[src/rtl/seven_seg_pkg.sv]
`default_nettype none
// +----------------------------------------------------------------------+
// | seven_seg_pkg: seven-segment pattern constants and FSM encoding       |
// | Revision: 1.0                                                         |
// +----------------------------------------------------------------------+
package seven_seg_pkg;

  // Segment order A..G maps to bits 6..0
  localparam logic [6:0] c_SEG_0     = 7'b1111110;
  localparam logic [6:0] c_SEG_1     = 7'b0110000;
  localparam logic [6:0] c_SEG_2     = 7'b1101101;
  localparam logic [6:0] c_SEG_3     = 7'b1111001;
  localparam logic [6:0] c_SEG_4     = 7'b0110011;
  localparam logic [6:0] c_SEG_5     = 7'b1011011;
  localparam logic [6:0] c_SEG_6     = 7'b1011111;
  localparam logic [6:0] c_SEG_7     = 7'b1110000;
  localparam logic [6:0] c_SEG_8     = 7'b1111111;
  localparam logic [6:0] c_SEG_9     = 7'b1110011;
  localparam logic [6:0] c_SEG_DASH  = 7'b0000001;
  localparam logic [6:0] c_SEG_BLANK = 7'b0000000;

  localparam logic [3:0] c_VAL_DASH    = 4'hA;
  localparam logic [3:0] c_VAL_INVALID = 4'hF;

  localparam logic [0:0] c_ST_SETTLE = 1'b0;
  localparam logic [0:0] c_ST_LOCKED = 1'b1;

endpackage
`default_nettype wire

[src/rtl/seg_pattern_decode.sv]
`default_nettype none
// +----------------------------------------------------------------------+
// | seg_pattern_decode: combinational segment pattern to value lookup     |
// | Revision: 1.0                                                         |
// +----------------------------------------------------------------------+
module seg_pattern_decode
  import seven_seg_pkg::*;
(
  input  logic [6:0] i_Pattern,
  output logic [3:0] o_Value,
  output logic       o_Dash,
  output logic       o_Blank,
  output logic       o_Invalid
);

  always_comb begin
    o_Value   = 4'h0;
    o_Dash    = 1'b0;
    o_Blank   = 1'b0;
    o_Invalid = 1'b0;
    case (i_Pattern)
      c_SEG_0:     o_Value = 4'd0;
      c_SEG_1:     o_Value = 4'd1;
      c_SEG_2:     o_Value = 4'd2;
      c_SEG_3:     o_Value = 4'd3;
      c_SEG_4:     o_Value = 4'd4;
      c_SEG_5:     o_Value = 4'd5;
      c_SEG_6:     o_Value = 4'd6;
      c_SEG_7:     o_Value = 4'd7;
      c_SEG_8:     o_Value = 4'd8;
      c_SEG_9:     o_Value = 4'd9;
      c_SEG_DASH: begin
        o_Value = c_VAL_DASH;
        o_Dash  = 1'b1;
      end
      c_SEG_BLANK: o_Blank = 1'b1;
      default: begin
        o_Value   = c_VAL_INVALID;
        o_Invalid = 1'b1;
      end
    endcase
  end

endmodule
`default_nettype wire

[src/rtl/seven_seg_to_binary.sv]
`default_nettype none
// +----------------------------------------------------------------------+
// | seven_seg_to_binary: debounced seven-segment pattern to binary value  |
// | Revision: 1.0                                                         |
// +----------------------------------------------------------------------+
module seven_seg_to_binary
  import seven_seg_pkg::*;
#(
  parameter int STABLE_CYCLES = 4
) (
  input  logic       i_Clk,
  input  logic       i_Rst,
  input  logic       i_Seg_A,
  input  logic       i_Seg_B,
  input  logic       i_Seg_C,
  input  logic       i_Seg_D,
  input  logic       i_Seg_E,
  input  logic       i_Seg_F,
  input  logic       i_Seg_G,
  output logic [3:0] o_Binary_Num,
  output logic       o_Valid,
  output logic       o_Dash,
  output logic       o_Blank,
  output logic       o_Invalid
);

  localparam int              CNT_W      = $clog2(STABLE_CYCLES) + 1;
  localparam logic [CNT_W-1:0] c_CNT_LAST = CNT_W'(STABLE_CYCLES - 1);

  logic [6:0]       w_pattern;
  logic [6:0]       r_Sample;
  logic [6:0]       w_sample_next;
  logic [CNT_W-1:0] r_count;
  logic [CNT_W-1:0] w_count_next;
  logic [0:0]       r_state;
  logic [0:0]       w_state_next;
  logic             w_commit;

  logic [3:0]       w_dec_value;
  logic             w_dec_dash;
  logic             w_dec_blank;
  logic             w_dec_invalid;

  logic [3:0]       r_num;
  logic             r_valid;
  logic             r_dash;
  logic             r_blank;
  logic             r_invalid;
  logic [3:0]       w_num_next;
  logic             w_valid_next;
  logic             w_dash_next;
  logic             w_blank_next;
  logic             w_invalid_next;

  assign w_pattern = {i_Seg_A, i_Seg_B, i_Seg_C, i_Seg_D, i_Seg_E, i_Seg_F, i_Seg_G};

  // Decode the held sample, which is what gets committed
  seg_pattern_decode u_decode (
    .i_Pattern (r_Sample),
    .o_Value   (w_dec_value),
    .o_Dash    (w_dec_dash),
    .o_Blank   (w_dec_blank),
    .o_Invalid (w_dec_invalid)
  );

  always_ff @(posedge i_Clk) begin
    if (i_Rst) begin
      r_state  <= c_ST_LOCKED;
      r_Sample <= c_SEG_BLANK;
      r_count  <= '0;
    end else begin
      r_state  <= w_state_next;
      r_Sample <= w_sample_next;
      r_count  <= w_count_next;
    end
  end

  // Any change restarts settling, even out of LOCKED
  always_comb begin
    w_state_next  = r_state;
    w_sample_next = r_Sample;
    w_count_next  = r_count;
    w_commit      = 1'b0;
    if (w_pattern != r_Sample) begin
      w_sample_next = w_pattern;
      w_count_next  = '0;
      w_state_next  = c_ST_SETTLE;
    end else if (r_state == c_ST_SETTLE) begin
      if (r_count == c_CNT_LAST) begin
        w_commit     = 1'b1;
        w_state_next = c_ST_LOCKED;
      end else begin
        w_count_next = r_count + CNT_W'(1);
      end
    end
  end

  always_comb begin
    w_num_next     = r_num;
    w_dash_next    = r_dash;
    w_blank_next   = r_blank;
    w_invalid_next = r_invalid;
    w_valid_next   = 1'b0;
    if (w_commit) begin
      w_num_next     = w_dec_value;
      w_dash_next    = w_dec_dash;
      w_blank_next   = w_dec_blank;
      w_invalid_next = w_dec_invalid;
      w_valid_next   = 1'b1;
    end
  end

  always_ff @(posedge i_Clk) begin
    if (i_Rst) begin
      r_num     <= 4'h0;
      r_valid   <= 1'b0;
      r_dash    <= 1'b0;
      r_blank   <= 1'b0;
      r_invalid <= 1'b0;
    end else begin
      r_num     <= w_num_next;
      r_valid   <= w_valid_next;
      r_dash    <= w_dash_next;
      r_blank   <= w_blank_next;
      r_invalid <= w_invalid_next;
    end
  end

  assign o_Binary_Num = r_num;
  assign o_Valid      = r_valid;
  assign o_Dash       = r_dash;
  assign o_Blank      = r_blank;
  assign o_Invalid    = r_invalid;

endmodule
`default_nettype wire

[config.mk]
export PLATFORM = sky130hd
export DESIGN_NAME = seven_seg_to_binary
export DESIGN_NICKNAME = d
export VERILOG_FILES = /design/src/rtl/seven_seg_pkg.sv /design/src/rtl/seg_pattern_decode.sv /design/src/rtl/seven_seg_to_binary.sv
export SDC_FILE = /design/constraint.sdc
export NUM_CORES = 1
export LEC_CHECK = 0
export CAP_MARGIN = 0
export CORE_MARGIN = 3
export CORE_UTILIZATION = 35
export CTS_BUF_LIST = sky130_fd_sc_hd__clkbuf_8
export DETAILED_ROUTE_END_ITERATION = 12
export PLACE_DENSITY = 0.67
export SYNTH_ARGS = -nofsm -noshare
export SYNTH_HDL_FRONTEND = slang
export SYNTH_SLANG_ARGS = --single-unit
[constraint.sdc]
create_clock -name i_Clk -period 1.6 [get_ports i_Clk]
set_input_delay 0.24 -clock i_Clk [delete_from_list [all_inputs] [get_ports i_Clk]]
set_output_delay 0.24 -clock i_Clk [all_outputs]
set_load 0.01 [all_outputs]
# Word-level counts from Yosys, hierarchy flattened
# Cells that the tools add are included.
# totals
wordCells	39
inputBits	9
output_inout_bits	8
register_bits	19
# op_classes
mux	10
n_bitwise	2
add_sub_neg	1
reduce_logical	5
n_eq_ne	13
# ops
operator	count
$eq 7x7->1 const B	8
$pmux 4 s11	1
$eq 7x6->1 const B	2
$reduce_or 12->1	1
$mux 1	9
$eq 7x1->1 const B	1
$logic_not 7->1	1
$ne 7x7->1	1
$reduce_or 2->1	2
$add 3x1->3 const B	1
$eq 3x2->1 const B	1
$not 1->1	2
$reduce_and 2->1	1

# Logic depth before layout (Yosys ltp)
# logic_depth
word_depth	5
ltp_mapped	7

# By module
# A second synthesis with hierarchy kept.
# hier_totals
cells_unflattened	125
hier_area_um2	1107.3
# modules_own_cells
mod	cells_each	instances	area_each_um2	seq_area_each_um2
seven_seg_to_binary	75	1	784.5	380.4
seg_pattern_decode	50	1	322.8	0.0

# Worst setup path after synthesis
# Ideal clock, no wire load.
# synth_timing
path_type	register to register
start	reg r_Sample[3]
end	reg r_num[0], in the netlist o_Binary_Num[0]
synth_period_minus_slack_ns	1.731
arrival_time_ns	1.592
slack_ns	-0.131
required_ns	1.461
path_stages_with_launch	7
n_path_buf	1
cell_sequence	dfxtp_1 > clkbuf_1 > or3b_2 > a2111oi_0 > a311oi_1 > nand3_1 > a221oi_1
# synth_between
elab_chain_cells	3
elab_cells_between_ends	16
classes_between	eq/ne: 12; mux: 2; reduce/logical: 2
# synth_lines
item	line_no	rtl
start, declared	seven_seg_to_binary.sv:31	logic [6:0] r_Sample;
start signal, assigned	seven_seg_to_binary.sv:69	r_Sample <= c_SEG_BLANK;
start signal, assigned	seven_seg_to_binary.sv:73	r_Sample <= w_sample_next;
$eq 7x7->1 or $logic_not 7->1 (tied branches)	seg_pattern_decode.sv:21	case (i_Pattern)
$reduce_or 2->1 (no source line)	n/a	
$pmux 4 s11	seg_pattern_decode.sv:21	
end signal, assigned	seven_seg_to_binary.sv:121	r_num <= w_num_next;
end, declared	seven_seg_to_binary.sv:44	logic [3:0] r_num;
# Parallel ways exist; a longest one is shown, timed or not.
# A chain may end at the register's enable or synchronous reset.

# Final worst setup path
# layout_timing
start	reg r_Sample[3]
end	reg r_blank, in the netlist o_Blank
# layout_between
elab_chain_cells	2
elab_cells_between_ends	4
classes_between	eq/ne: 1; mux: 2; reduce/logical: 1
# layout_lines
item	line_no	rtl
$ne 7x7->1 or $logic_not 7->1 (tied branches)	seven_seg_to_binary.sv:84, seg_pattern_decode.sv:21	
$mux 1, on equally long branches	seven_seg_to_binary.sv:84, seg_pattern_decode.sv:21	
end signal, assigned	seven_seg_to_binary.sv:124	r_blank <= w_blank_next;
end, declared	seven_seg_to_binary.sv:47	logic r_blank;
# Parallel ways exist; a longest one is shown, timed or not.

==> results.md <==
- Num CTS Buffers: 3
- Asr flop ratio synth: 0
- Min Clock Period, post-route: 1.68 ns
- Setup violations, final: 7
- Top FF cell, synth: dfxtp_1
- Die H: ~60 µm
- Slew Limit Headroom: 0.731
- Row cnt: 18
- Routed wire length: 2710 µm
- N_diodes: 0
- Clk pin slew, worst setup/hold paths: approximately 0.070 ns
- MaxCap Viol Count: 0
- Yosys reg bits: 19
- Drt via density: roughly 5.4
- Clock latency on the worst-skew pair: approximately 0.25 ns
- Pwr dens: 630 nW/µm²
- Synth warn: 0
- Critical Path End Type: flop
- Area contributors post-synth: dfxtp_1 (38%), xnor2_1 (5.2%), nor2b_1 (4.9%), xnor2_2 (3.2%), a21oi_1 (3.0%)
- GRT met1 Usage: 0.184
- RR Startpoint: r_Sample[3]
- CP Max Fanout: 5
- GR Util met3: 0.0432
- Mean Syn Cell Area: slightly below 9 µm²
- Failing checks: setup timing
- Critical Path AT: roughly 1.9 ns
- Most used routing layer: met2
- Hold path start: i_Seg_A
- Iteration-0 DRC Markers: 50
- Max Fclk: ~590 MHz
- GPL Wtd Cong: about 0.76
- Pleak: ~0.60 nW
- Hold Buf Count CTS: 0
- Crit path launch type: flop
- Core box area: about 2600 µm²
- DRC violations left: 0
- Largest net degree at the start of global routing: 12
- Die ar.: between 3000 and 4000 µm²
- Final hold vios: 0
- Nets: ~170
- Netlist Area Pre-Place: 1010 µm²
- Post-synthesis sequential area ratio: 0.376
- Library cells used by synthesis: 36
- Slew @ Worst Pin: approximately 0.4 ns
- Total clock sinks: 19
- Run status: complete, but fails checks
- Grt ovf: 0
- Die Width: approximately 60 µm
- Area Overhead vs Synth: 59.0%
- VDD IR max: roughly 0.00066 V
- Proportion of layout cells with a drive suffix above 1: 0.449
- Max Root-Sink Buffers: 2
- Final Slew Violations: 0
- Hold/Removal Path Class: in2reg
- Post-route clock skew: 0.00440 ns
- Dpl hpwl: between 1500 and 2000 µm
- Dominant cell type by area after synthesis: dfxtp_1
- Unrepaired setup endpoints after global routing: true
- Setup slack after layout: -0.0833 ns
- Total GRT Usage: 0.159
- Synth top area share: 0.376
- Drt pass-1 iters: 4
- Port Buf Inserts: 16
- TritonCTS clock tree: done
- Total Power: 1.01 mW
- # IOs: 17
- Initial Util: 0.387
- Clock root buffer: clkbuf_8
- Final ANT Viol Nets: 0
- Mapped Cells: around 120
- Final Cycle Share: 1.05
- Vias in the first global route: around 990
- Net Count, Synth: about 130
- Core Util, Final: 0.616
- Met2 Use GR: 0.272
- WP data required: 1.80 ns
- DR vias: ~1000
- Initial antenna violation count: 0
- Htree depth: 1
- Wire per inst: around 15 µm
- Crit Path Category: reg2reg
- CP startpoint: r_Sample[3]
- Post-synth EDFFs: 0
- First-pass GRT wire length: 4290 µm
## cell usage after synthesis (2+ instances only)
cell	number
or3_1	3
xnor2_1	6
nand3_1	4
o22ai_1	2
nand2_1	7
inv_1	5
xor2_1	2
a211oi_1	2
xnor2_2	2
or3b_2	3
nand4_1	3
nor2_1	8
ha_1	2
o31ai_1	3
a21oi_1	6
buf_6	2
dfxtp_1	19
a31oi_1	2
nand3b_1	2
clkbuf_1	4
buf_2	3
nor2b_1	8
or4_1	3
nand2b_1	2
## logic make-up after synthesis
group / after synthesis / share of synthesized area
fa+ha+maj: 2 / 0.0247
mux: 1 / 0.00989
xor+xnor: 10 / 0.101
buf+inv: 14 / 0.0704
compound gates: 23 / 0.159
simple gates: 46 / 0.258
flops: 19 / 0.376
## final timing paths
check               endpoint  slack [ns]  depth (start not counted)
min reg2reg  o_Binary_Num[2]        0.46                          2
max reg2reg          o_Blank       -0.08                          4
min              r_Sample[6]        0.37                          2
max                  o_Blank       -0.08                          4
## report_power, final
part	leakage, nW	switching, mW	internal (mW)
sequential	0.159	0.0137	0.483
combinational	0.415	0.0915	0.0989
clock	0.0255	0.154	0.173
## state kept, by name, summed over array words and instances (netlist names)
signal,count
o_Blank,1
r_Sample,7
o_Invalid,1
o_Binary_Num,4
o_Valid,1
r_state,1
r_count,3
o_Dash,1
## cell type report
| cell class | count | area, µm² |
|---|---|---|
| Sequential cell | 19 | 398 |
| Multi-Input combinational cell | 82 | 724 |
| Clock inverter | 1 | 5.00 |
| Tap cell | 30 | 37.5 |
| Inverter | 5 | 18.8 |
| Timing Repair Buffer | 46 | 384 |
| Fill cell | 232 | 1000 |
| Clock buffer | 3 | 41.3 |
## routing by layer
layer | vias up | wire, µm
met3 | 6 | 120
met4 | 0 | 55
met5 | - | 0
li1 | 498 | -
met1 | 470 | 1110
met2 | 33 | 1420
## placed cells by master (no fill, tap or decap), drive strengths merged, types with 3 or more instances in the layout
cell           Yosys  layout
o31ai              3       3
or3                3       3
nand3              4       4
dfxtp             19      19
or3b               3       3
clkbuf             4       3
nor2               8       8
nand4              3       3
or4                3       3
dlygate4sd2        0       7
xnor2              8       8
inv                5       5
clkdlybuf4s50      0       9
nor2b              8       8
a21oi              6       6
buf                5      30
nand2              7       7
## through the flow
stage	TNS (ns)	worst slack (ns)	area, µm²	cells	hold WS, ns
floorplan	-0.202	-0.0664	1060	115	0.312
global placement	-3.78	-0.441	1390	178	0.443
detailed placement	-3.86	-0.451	1390	178	0.454
CTS	-0.245	-0.0738	1490	184	0.360
global route	-0.858	-0.129	1610	186	0.382
finish	-0.258	-0.0833	1610	186	0.366
## timing repair
| action | 4_1_cts | 5_1_grt |
|---|---|---|
| endpoints found under the hold margin | 0 | 0 |
| setup endpoints to repair | 10 | 10 |
| gates resized for setup | 19 | 23 |
| pin swaps | 5 | 9 |
| setup buffers | 2 | 2 |
## worst max-delay path: stages, from the launching register on
cell and delay (ns):
dfxtp_4 0.37, or2_1 0.24, or4_4 0.42, or4_4 0.49
a21oi_2 0.11
No activity file was read; power rests on OpenSTA's default activity.
